--- src/rtl/ibuf_filter.sv ---
// Receive-side pad buffer: synchronizes the raw pad level, rejects short glitches,
// and reports each accepted edge as a registered level, strobes and a timestamped event.
module ibuf_filter #(
  parameter int SYNC_STAGES = 2,
  parameter int FILTER_LEN  = 4,
  parameter int TS_W        = 16
) (
  input  logic            clk,
  input  logic            rst,
  input  logic            ie,
  input  logic            z,
  output logic            y,
  output logic            rise,
  output logic            fall,
  output logic            evt_valid,
  input  logic            evt_ready,
  output logic            evt_level,
  output logic [TS_W-1:0] evt_time,
  output logic            overrun,
  input  logic            clr_overrun
);

  localparam int CNT_W = (FILTER_LEN > 1) ? $clog2(FILTER_LEN) : 1;
  localparam logic [CNT_W-1:0] CNT_MAX = CNT_W'(FILTER_LEN - 1);

  logic [SYNC_STAGES-1:0] sync_r;
  logic [CNT_W-1:0]       cnt_r;
  logic [TS_W-1:0]        ts_r;
  logic                   y_r;
  logic                   rise_r;
  logic                   fall_r;
  logic                   evt_valid_r;
  logic                   evt_level_r;
  logic [TS_W-1:0]        evt_time_r;
  logic                   overrun_r;

  logic s_s;
  logic accept_s;
  logic load_s;
  logic drop_s;

  // Decode the accepted-edge condition and what it does to the single-entry event slot.
  always_comb begin
    s_s      = sync_r[SYNC_STAGES-1];
    accept_s = ie && (s_s != y_r) && (cnt_r == CNT_MAX);
    load_s   = accept_s && (!evt_valid_r || evt_ready);
    drop_s   = accept_s && evt_valid_r && !evt_ready;
  end

  // Pad-level synchronizer chain and free-running timestamp.
  always_ff @(posedge clk) begin
    if (!rst) begin
      sync_r <= {SYNC_STAGES{1'b0}};
      ts_r   <= {TS_W{1'b0}};
    end else begin
      sync_r <= {sync_r[SYNC_STAGES-2:0], z};
      ts_r   <= ts_r + TS_W'(1);
    end
  end

  // Glitch filter: a level is accepted only after FILTER_LEN consecutive enabled mismatches.
  always_ff @(posedge clk) begin
    if (!rst) begin
      cnt_r  <= {CNT_W{1'b0}};
      y_r    <= 1'b0;
      rise_r <= 1'b0;
      fall_r <= 1'b0;
    end else begin
      rise_r <= 1'b0;
      fall_r <= 1'b0;
      if (!ie || (s_s == y_r)) begin
        cnt_r <= {CNT_W{1'b0}};
      end else if (cnt_r == CNT_MAX) begin
        cnt_r  <= {CNT_W{1'b0}};
        y_r    <= s_s;
        rise_r <= s_s;
        fall_r <= !s_s;
      end else begin
        cnt_r <= cnt_r + CNT_W'(1);
      end
    end
  end

  // Event slot with sticky overrun; a drop in the same cycle as a clear keeps the flag set.
  always_ff @(posedge clk) begin
    if (!rst) begin
      evt_valid_r <= 1'b0;
      evt_level_r <= 1'b0;
      evt_time_r  <= {TS_W{1'b0}};
      overrun_r   <= 1'b0;
    end else begin
      if (load_s) begin
        evt_valid_r <= 1'b1;
        evt_level_r <= s_s;
        evt_time_r  <= ts_r;
      end else if (evt_valid_r && evt_ready && !accept_s) begin
        evt_valid_r <= 1'b0;
      end else begin
        evt_valid_r <= evt_valid_r;
      end
      if (drop_s) begin
        overrun_r <= 1'b1;
      end else if (clr_overrun) begin
        overrun_r <= 1'b0;
      end else begin
        overrun_r <= overrun_r;
      end
    end
  end

  assign y         = y_r;
  assign rise      = rise_r;
  assign fall      = fall_r;
  assign evt_valid = evt_valid_r;
  assign evt_level = evt_level_r;
  assign evt_time  = evt_time_r;
  assign overrun   = overrun_r;

endmodule

--- config.mk ---
export PLATFORM = sky130hd
export DESIGN_NAME = ibuf_filter
export DESIGN_NICKNAME = d
export VERILOG_FILES = /design/src/rtl/ibuf_filter.sv
export SDC_FILE = /design/constraint.sdc
export NUM_CORES = 1
export LEC_CHECK = 0
export BUFFER_PORTS_ARGS = -buffer_cell sky130_fd_sc_hd__buf_2
export CAP_MARGIN = 20
export CORE_MARGIN = 1
export CORE_UTILIZATION = 40
export DETAILED_ROUTE_END_ITERATION = 6
export PLACE_DENSITY = 0.72
export REMOVE_ABC_BUFFERS = 1
export SLEW_MARGIN = 10
export SYNTH_ARGS = -nofsm -noshare
export SYNTH_HDL_FRONTEND = slang
export SYNTH_SLANG_ARGS = --single-unit
--- constraint.sdc ---
create_clock -name clk -period 2.2 [get_ports clk]
set_input_delay 0.22 -clock clk [delete_from_list [all_inputs] [get_ports clk]]
set_output_delay 0.22 -clock clk [all_outputs]
set_load 0.1 [all_outputs]
Word level (Yosys, flattened, before mapping). Index checks and enable logic that the tools add are counted.

$add $sub $neg: 2. Equality and inequality tests: 3. Multiplexer cells: 4. Bitwise logic cells: 3. Reductions and logical operators: 19.

Operators with widths (number): adder 16 x 1 -> 16 bit (second input constant) (1); logical AND 1 bit (7); OR reduction 3 bit (2); zero test 1 bit (5); two-way mux 1 bit (4); nonzero test 2 bit (2); NOT 1 bit (3); adder 2 x 1 -> 2 bit (second input constant) (1); equality test 2 bit (second input constant) (1); logical OR 1 bit (2); AND reduction 2 bit (1); equality test 1 bit (1); != test 1 bit (1).

Bits in registers: 42. Logic and storage cells: 41.

Depth between registers and ports, before layout. Gate-level depths: netlist of run 1.

Depth after elaboration: 7. Mapped depth: 6. Mapped depth without buffers: 4.

Least setup slack after synthesis of run 1. OpenSTA, ideal clock, no wires.

Path kind: flip-flop to flip-flop. From: register y_r, in the netlist y. To: register evt_time_r[10], in the netlist evt_time[10]. Library setup time: 0.072 ns. Arrival: 1.879 ns. Required time: 2.128 ns. Setup slack: 0.249 ns. Stages on the path, launching flop included: 6. Cells stage by stage: dfxtp_1 -> xnor2_2 -> nor3_2 -> buf_6 -> buf_12 -> mux2i_1.

Cells in the longest elaborated chain, start to end: 4.

RTL lines: start: declaration (RTL line 29) `logic y_r;`; start signal: assignment (RTL line 75) `y_r <= s_s;`; != test 1 bit (RTL line 45) `accept_s = ie && (s_s != y_r) && (cnt_r == CNT_MAX);`; logical AND 1 bit (2 in series) (RTL line 45); logical AND 1 bit (RTL line 46) `load_s = accept_s && (!evt_valid_r || evt_ready);`; end signal: assignment (RTL line 89) `evt_time_r <= {TS_W{1'b0}};`; end signal: assignment (RTL line 95) `evt_time_r <= ts_r;`; end: declaration (RTL line 34) `logic [TS_W-1:0] evt_time_r;`.

Every way passes these cells. A chain may end at the register's enable or synchronous reset.

Worst setup path after layout of run 1.
From: register ts_r[0]. To: register ts_r[10].

Cells in the longest elaborated chain, start to end: 1.

RTL lines: start: declaration (RTL line 28) `logic [TS_W-1:0] ts_r;`; start signal: assignment (RTL line 54) `ts_r <= {TS_W{1'b0}};`; start signal: assignment (RTL line 57) `ts_r <= ts_r + TS_W'(1);`; adder 16 x 1 -> 16 bit (RTL line 57).

Every way passes these cells.

==> results of run 1 <==
cell families (layout without fill, tap and decap cells):
logic type / after synthesis / after routing
AO/OA/AOI/OAI: 13 / 13
buffers and inverters: 13 / 41
multiplexers: 23 / 23
XOR/XNOR: 4 / 4
AND/OR/NAND/NOR: 82 / 82
flip-flops: 42 / 42
adder cells (fa/ha/maj): 2 / 2
worst reg2reg max path, cell delays in order (launching register included):
cell and delay, ps:
dfxtp_1 410, ha_1 240, nand3_2 170, or4_1 540, a21oi_1 150
metrics by stage:
step                      setup WS (ps)  instance area (sq um)  setup TNS, ps
after floorplan                    -395                   1640          -6720
after global placement              720                   1860              0
after detailed placement            659                   1860              0
after CTS                           638                   1970              0
after global routing                515                   1970              0
final                               646                   1970              0
synthesized netlist by cell type (all sizes together):
master,number
a21oi,6
and2,3
and3,1
buf,3
clkbuf,6
dfxtp,42
ha,2
inv,4
mux2i,23
nand2,41
nand2b,5
nand3,5
nand4,4
nor2,5
nor2b,2
nor3,3
nor3b,1
nor4,6
nor4b,1
o21a,2
o21ai,3
o31ai,2
or3,3
or4,2
xnor2,3
xor2,1
power by group:
group	internal (W)	total (W)	switching (W)
clock	0.000317	0.000563	0.000247
combinational	0.0000134	0.0000377	0.0000243
sequential	0.000766	0.000774	0.00000798
total	0.00110	0.00138	0.000279
state kept, by name, summed over array words and instances (netlist names):
register / flops
evt_time: 16
ts_r: 16
cnt_r: 2
sync_r: 2
evt_level: 1
evt_valid: 1
fall: 1
overrun: 1
rise: 1
y: 1
layout make-up:
class / count / area, sq um / area share
Sequential cell: 42 / 841 / 0.427
Multi-Input combinational cell: 124 / 791 / 0.402
Timing Repair Buffer: 29 / 150 / 0.0762
Clock buffer: 8 / 110 / 0.0559
Tap cell: 50 / 62.6 / 0.0318
Inverter: 4 / 15.0 / 0.00762
routing by layer:
layer / vias to the layer above / track usage / share of wire
li1: 662 / - / -
met1: 592 / 0.178 / 0.50
met2: 22 / 0.251 / 0.44
met3: 5 / 0.0507 / 0.047
met4: 0 / 0.0559 / 0.017
met5: - / 0 / 0
cells in the final DEF (no fill, tap or decap), types with 3 or more instances in the layout:
cell type	count
o21ai_0	3
clkbuf_8	8
nor2_1	5
nand2_1	41
inv_1	4
nand2b_1	5
nand3_1	4
a21oi_1	6
nand4_1	3
nor4_1	6
buf_2	27
mux2i_1	23
dfxtp_1	42
and2_1	3
worst paths after layout:
| kind | slack (ps) | endpoint | depth (start not counted) |
|---|---|---|---|
| max | 650 | ts_r[10] | 4 |
| min | 130 | sync_r[0] | 2 |
| max reg2reg | 650 | ts_r[10] | 4 |
| min reg2reg | 440 | cnt_r[0] | 1 |
==> flow_summary.yaml, run 1 <==
die:
  core_area_sq_mm: 0.00403
  die_w_um: 67.2
  initial_utilization: 0.421
  io_pins: 28
  rows: 23
  die_h_um: 67.2
  dieArea_sq_mm: 0.00451
logic_synthesis:
  synth-warning-count: 0
  synth_compound_area_frac: 0.0442
  synth_top_area_frac: 0.495
  synth_top_family_by_area: "simple AND/OR/NAND/NOR gates"
  netlist_instances: 179
  synthDistinctLibCells: 33
  synth-simple-area-share: 0.242
  synth_mux_area_frac: 0.136
  seq_area_frac_synth: 0.495
  synthAdderAreaFrac: 0.0147
  synthXorXnorAreaFrac: 0.0251
  ys_ff_latch: 42
  avgSynthCellArea_sq_um: 9.49
  syn_area_sq_mm: 0.00170
  synth_top_cells_by_area: "dfxtp_1 50%, mux2i_1 14%, nand2_1 9.1%, nor4_1 2.2%, nand2b_1 1.8%"
  synth_top_area_cell: "dfxtp_1"
power_and_ir_drop:
  p_leak_nw: 0.737
  powerDensity_mw_per_mm2: 698
  ir_worst_vdd_mv: 0.436
  total_power_w: 0.00138
timing:
  setup_viol: 0
  max_freq_mhz: 643
  maxSlewHeadroom: 0.676
  hold_viol: 0
  drv_slew: 0
  fin_crit_ps: 1550
  clock_skew_ps: 3.13
  finalHoldWorstSlack_ps: 132
  worstMarginPinSlew_ps: 489
  grt_setup_unrepaired: "no"
  fin_crit_sh: 0.707
drt:
  drtPass1Iterations: 4
  drc: 0
  wl_per_cell_um: 10.9
  wirelength_um: 2810
  ant_nets: 0
  viasPerCell: 4.98
  dr.first_iter.drc_count: 48
  vias: 1281
critical_path:
  cp_max_fo: 8
  worstPathRequired_ps: 2420
  critPathCaptureType: "register"
  critPathKind: "register to register"
  worst_path_dominant_cell_family: "simple AND/OR/NAND/NOR gates"
  critPathMaxStageDelay_ps: 530
  path_cells: "ha_1 > nand3_2 > or4_1 > a21oi_1"
  critPathBufInv: 0
  setup.worst_path.start_class: "register"
  r2r-start: "ts_r[0]"
  cp.arrival_ps: 1780
  startpoint: "ts_r[0]"
  cp_slowest_cell: "or4_1"
cts:
  postCtsSetupBuffers: 0
  htreeDepth: 2
  cts_hold_buf: 0
  cts_buffer_depth: 2
  ctsResizeCount: 0
  cts-root-buf: "clkbuf_8"
  path_clk_slew_ps: 80
  cts_tree: "done"
  cts.sinks: 42
  clk_latency_ps: 290
  cts_buffers: 5
global_routing:
  grt_max_degree: 29
  grt_use_total: 0.151
  grt-ovfl-total: 0
  grt_pass1_vias: 1173
  antenna_found_initial: 0
  grt_pass1_wl_um: 5090
cells_and_area:
  area_growth_syn_to_layout_pct: 16.0
  fill_cells: 393
  layout.cells.non_filler: 257
  final_util: 0.489
  layout-drive-gt1-share: 0.203
  antenna_cells: 0
  nets: 214
job:
  drv_cap: 0
place:
  place.gp.congestion: 0.769
  placed_cells: 249
  io_buffers: 27
  dpl.hpwl_um: 1980
status:
  status: "completed"
min_path:
  min_path_type: "input port to register"
  min_from: "z"
(Power assumes the default switching activity.)
==> run 2, diff against run 1 <==
==> constraint.sdc (replaced) <==
create_clock -name clk -period 1.5 [get_ports clk]
set_input_delay 0.15 -clock clk [delete_from_list [all_inputs] [get_ports clk]]
set_output_delay 0.15 -clock clk [all_outputs]
set_load 0.1 [all_outputs]
==> flow_summary.yaml, run 2 (synthesis results as in run 1) <==
timing:
  grt_setup_unrepaired: "no"
  finalSetupTns_ps: 0
  max_freq_mhz: 711
  worstMarginPinSlew_ps: 489
  clock_skew_ps: 3.53
  fin_crit_sh: 0.937
  setup_viol: 0
  drv_slew: 0
  hold_viol: 0
  finalHoldWorstSlack_ps: 60.9
  fin_crit_ps: 1410
  maxSlewHeadroom: 0.676
job:
  drv_cap: 0
die:
  die_h_um: 67.2
  rows: 23
  core_area_sq_mm: 0.00403
  initial_utilization: 0.421
  io_pins: 28
  dieArea_sq_mm: 0.00451
  die_w_um: 67.2
critical_path:
  worst_path_dominant_cell_family: "simple AND/OR/NAND/NOR gates"
  cp_max_fo: 9
  critPathKind: "register to register"
  crit_path_end: "ts_r[9]"
  critPathMaxStageDelay_ps: 540
  crit_cells: 3
  path_cells: "nand4_2 > or4_1 > a21oi_1"
  r2r-start: "ts_r[3]"
  critPathCaptureType: "register"
  reg2reg_slack_ps: 90
  startpoint: "ts_r[3]"
  cp_slowest_cell: "or4_1"
  worstPathRequired_ps: 1720
  setup.worst_path.start_class: "register"
  cp.arrival_ps: 1630
  critPathBufInv: 0
  rr_endpoint: "ts_r[9]"
  r2r_cells: 3
drt:
  dr.first_iter.drc_count: 48
  wirelength_um: 2850
  viasPerCell: 4.92
  drtPass1Iterations: 4
  vias: 1288
  drc: 0
  ant_nets: 0
  wl_per_cell_um: 10.9
power_and_ir_drop:
  ir_worst_vdd_mv: 0.706
  powerDensity_mw_per_mm2: 1000
  p_leak_nw: 0.762
global_routing:
  grt_max_degree: 28
  antenna_found_initial: 0
  grt_use_met1: 0.181
  grt_pass1_vias: 1158
  busiest_layer: "met2"
  met2_usage: 0.229
  grt_pass1_wl_um: 4940
  met3_usage: 0.0507
  grt_use_total: 0.146
  grt-ovfl-total: 0
cts:
  postCtsSetupBuffers: 0
  cts-root-buf: "clkbuf_8"
  clk_latency_ps: 290
  path_clk_slew_ps: 80
  cts_tree: "done"
  cts_buffer_depth: 2
  htreeDepth: 2
  cts.sinks: 42
  cts_buffers: 5
cells_and_area:
  final_common_cell: "nand2_1"
  regArea_sq_um: 843
  area_growth_syn_to_layout_pct: 19.5
  multiInputGateArea_sq_um: 798
  nets: 219
  layout-drive-gt1-share: 0.241
  final_cell_mix: "41 x nand2_1, 40 x dfxtp_1, 27 x buf_2"
  antenna_cells: 0
  fill_cells: 390
place:
  place.gp.congestion: 0.756
  io_buffers: 27
  dpl.hpwl_um: 2020
min_path:
  whs_path_depth: 2
  min_path_type: "input port to register"
status:
  status: "completed"
-- run 2: metal layers --
metal / up-vias / share of wire
li1: 675 / -
met1: 587 / 0.50
met2: 21 / 0.44
met3: 5 / 0.046
met4: 0 / 0.021
met5: - / 0
-- run 2: final cells by class --
type                            count  area share
Multi-Input combinational cell    124       0.393
Timing Repair Buffer               34      0.0986
Tap cell                           50      0.0308
Clock buffer                        8      0.0543
Sequential cell                    42       0.416
Inverter                            4     0.00740
-- run 2: worst min-delay path by stage --
stage / from / to / slack, ps
floorplan: rst / overrun / 270
global route: z / sync_r[0] / 60
CTS: z / sync_r[0] / 50
detailed placement: z / sync_r[0] / 360
global placement: z / sync_r[0] / 360
finish: z / sync_r[0] / 60
-- run 2: timing repair --
item                                    4_1_cts  5_1_grt
endpoints found under the hold margin         0        0
hold buffers                                  0        0
endpoints found under the setup margin        0        7
resized for setup                             0        4
-- run 2: power by group --
part	internal (W)	switching, W	total (W)
Clock	0.000465	0.000371	0.000835
Combinational	0.0000256	0.0000382	0.0000638
Sequential	0.00112	0.0000100	0.00113
Total	0.00161	0.000419	0.00203
-- run 2: through the flow --
| stage | instance area [sq um] | std cells | utilization | power [W] | worst slack (ps) |
|---|---|---|---|---|---|
| 2_1_floorplan | 1640 | 170 | - | 0.00118 | -1100 |
| 3_3_place_gp | 1910 | 254 | 0.474 | 0.00122 | 75.3 |
| 3_5_place_dp | 1910 | 254 | 0.474 | 0.00122 | 50.0 |
| 4_1_cts | 2020 | 262 | 0.501 | 0.00206 | 31.8 |
| 5_1_grt | 2030 | 262 | 0.504 | 0.00212 | 10.4 |
| 6_report | 2030 | 262 | 0.504 | 0.00203 | 94.2 |
==> run 3, diff against run 2 <==
--- a/config.mk
+++ b/config.mk
@@ -11,6 +11,7 @@
 export CORE_UTILIZATION = 40
 export DETAILED_ROUTE_END_ITERATION = 6
 export PLACE_DENSITY = 0.72
+export RECOVER_POWER = 25
 export REMOVE_ABC_BUFFERS = 1
 export SLEW_MARGIN = 10
 export SYNTH_ARGS = -nofsm -noshare
==> flow_summary.yaml, run 3 (synthesis results as in run 1) <==
die:
  rows: 23
  io_pins: 28
  die_h_um: 67.2
  core_area_sq_mm: 0.00403
  die_w_um: 67.2
  initial_utilization: 0.421
  dieArea_sq_mm: 0.00451
cts:
  cts_buffers: 5
  cts_hold_buf: 0
  htreeDepth: 2
  clk_latency_ps: 290
  cts_tree: "done"
  path_clk_slew_ps: 80
  cts.sinks: 42
  cts_buffer_depth: 2
  cts-root-buf: "clkbuf_8"
timing:
  fin_crit_ps: 1410
  setup_viol: 0
  grt_setup_unrepaired: "no"
  worstMarginPinSlew_ps: 552
  finalHoldWorstSlack_ps: 60.7
  fin_crit_sh: 0.939
  drv_slew: 0
  max_freq_mhz: 710
  maxSlewHeadroom: 0.632
  hold_viol: 0
  clock_skew_ps: 3.57
place:
  place.gp.congestion: 0.756
  placed_cells: 254
  dpl.hpwl_um: 2020
  io_buffers: 27
drt:
  wirelength_um: 2850
  drc: 0
  wl_per_cell_um: 10.9
  viasPerCell: 4.89
  ant_nets: 0
  vias: 1282
  drtPass1Iterations: 4
  dr.first_iter.drc_count: 44
cells_and_area:
  final_cell_mix: "41 x nand2_1, 40 x dfxtp_1, 23 x mux2i_1"
  layout-drive-gt1-share: 0.226
  final_common_cell: "nand2_1"
  nets: 219
  fill_cells: 395
  antenna_cells: 0
  layout.cells.non_filler: 262
  area_growth_syn_to_layout_pct: 18.9
min_path:
  min_path_type: "input port to register"
  whs_path_depth: 2
  min_from: "z"
status:
  status: "completed"
global_routing:
  grt_pass1_vias: 1158
  antenna_found_initial: 0
  grt_pass1_wl_um: 4940
  met2_usage: 0.229
  busiest_layer: "met2"
  met3_usage: 0.0507
  grt_max_degree: 28
  grt-ovfl-total: 0
  grt_use_total: 0.146
  grt_use_met1: 0.181
job:
  drv_cap: 0
critical_path:
  cp.arrival_ps: 1630
  startpoint: "ts_r[3]"
  critPathCaptureType: "register"
  worstPathRequired_ps: 1720
  r2r-start: "ts_r[3]"
  r2r_cells: 3
  setup.worst_path.start_class: "register"
  critPathKind: "register to register"
  cp_max_fo: 9
power_and_ir_drop:
  p_leak_nw: 0.745
  ir_worst_vdd_mv: 0.706
  powerDensity_mw_per_mm2: 1010
## run 3: changes by cell type in the layout (fill, tap and decap cells not counted)
cell / delta
buf_4: -3
and2_0: +1
buf_2: -6
and2_1: -1
clkbuf_1: +3
clkbuf_2: +6
## run 3: stage by stage
stage                     setup TNS [ps]  setup slack (ps)  utilization  total power (W)  instance area (sq um)
after floorplan                   -18970             -1100            -          0.00118                   1640
after global placement                 0              75.3        0.474          0.00122                   1910
after detailed placement               0              50.0        0.474          0.00122                   1910
after CTS                              0              31.8        0.501          0.00206                   2020
after global routing                   0              8.29        0.501          0.00211                   2020
final                                  0              91.1        0.501          0.00203                   2020
## run 3: worst max-delay path, cell delays in order, from the launching register on
cell and delay [ps]:
dfxtp_1 410, nand4_2 230, or4_1 540, a21oi_1 150
## run 3: power by group
| part | internal, W | switching [W] | total, W |
|---|---|---|---|
| Clock | 0.000465 | 0.000371 | 0.000835 |
| Sequential | 0.00112 | 0.00000998 | 0.00113 |
| Combinational | 0.0000229 | 0.0000381 | 0.0000611 |
| Total | 0.00161 | 0.000419 | 0.00203 |
## run 3: path summary, 6_finish.rpt
path                                  end  slack (ps)
worst max-delay path              ts_r[9]          90
worst min-delay path            sync_r[0]          60
worst max register to register    ts_r[9]          90
worst min register to register   cnt_r[0]         430
## run 3: final cells by class
type | count | area, sq um | area share
inverter | 4 | 15.0 | 0.00744
sequential | 42 | 843 | 0.418
tap | 50 | 62.6 | 0.0310
timing repair buffer | 34 | 189 | 0.0936
clock buffer | 8 | 110 | 0.0546
multi-input combinational | 124 | 798 | 0.396
## run 3: metal layers
metal  vias up  routed length (um)
met4         0                  60
met5         -                   0
met2        21                1230
li1        674                   -
met3         5                 129
met1       582                1420
## run 3: what timing repair did
| item | CTS | global route |
|---|---|---|
| buffers inserted | 0 | 0 |
| setup endpoints to repair | 0 | 7 |
| resized for setup | 0 | 4 |
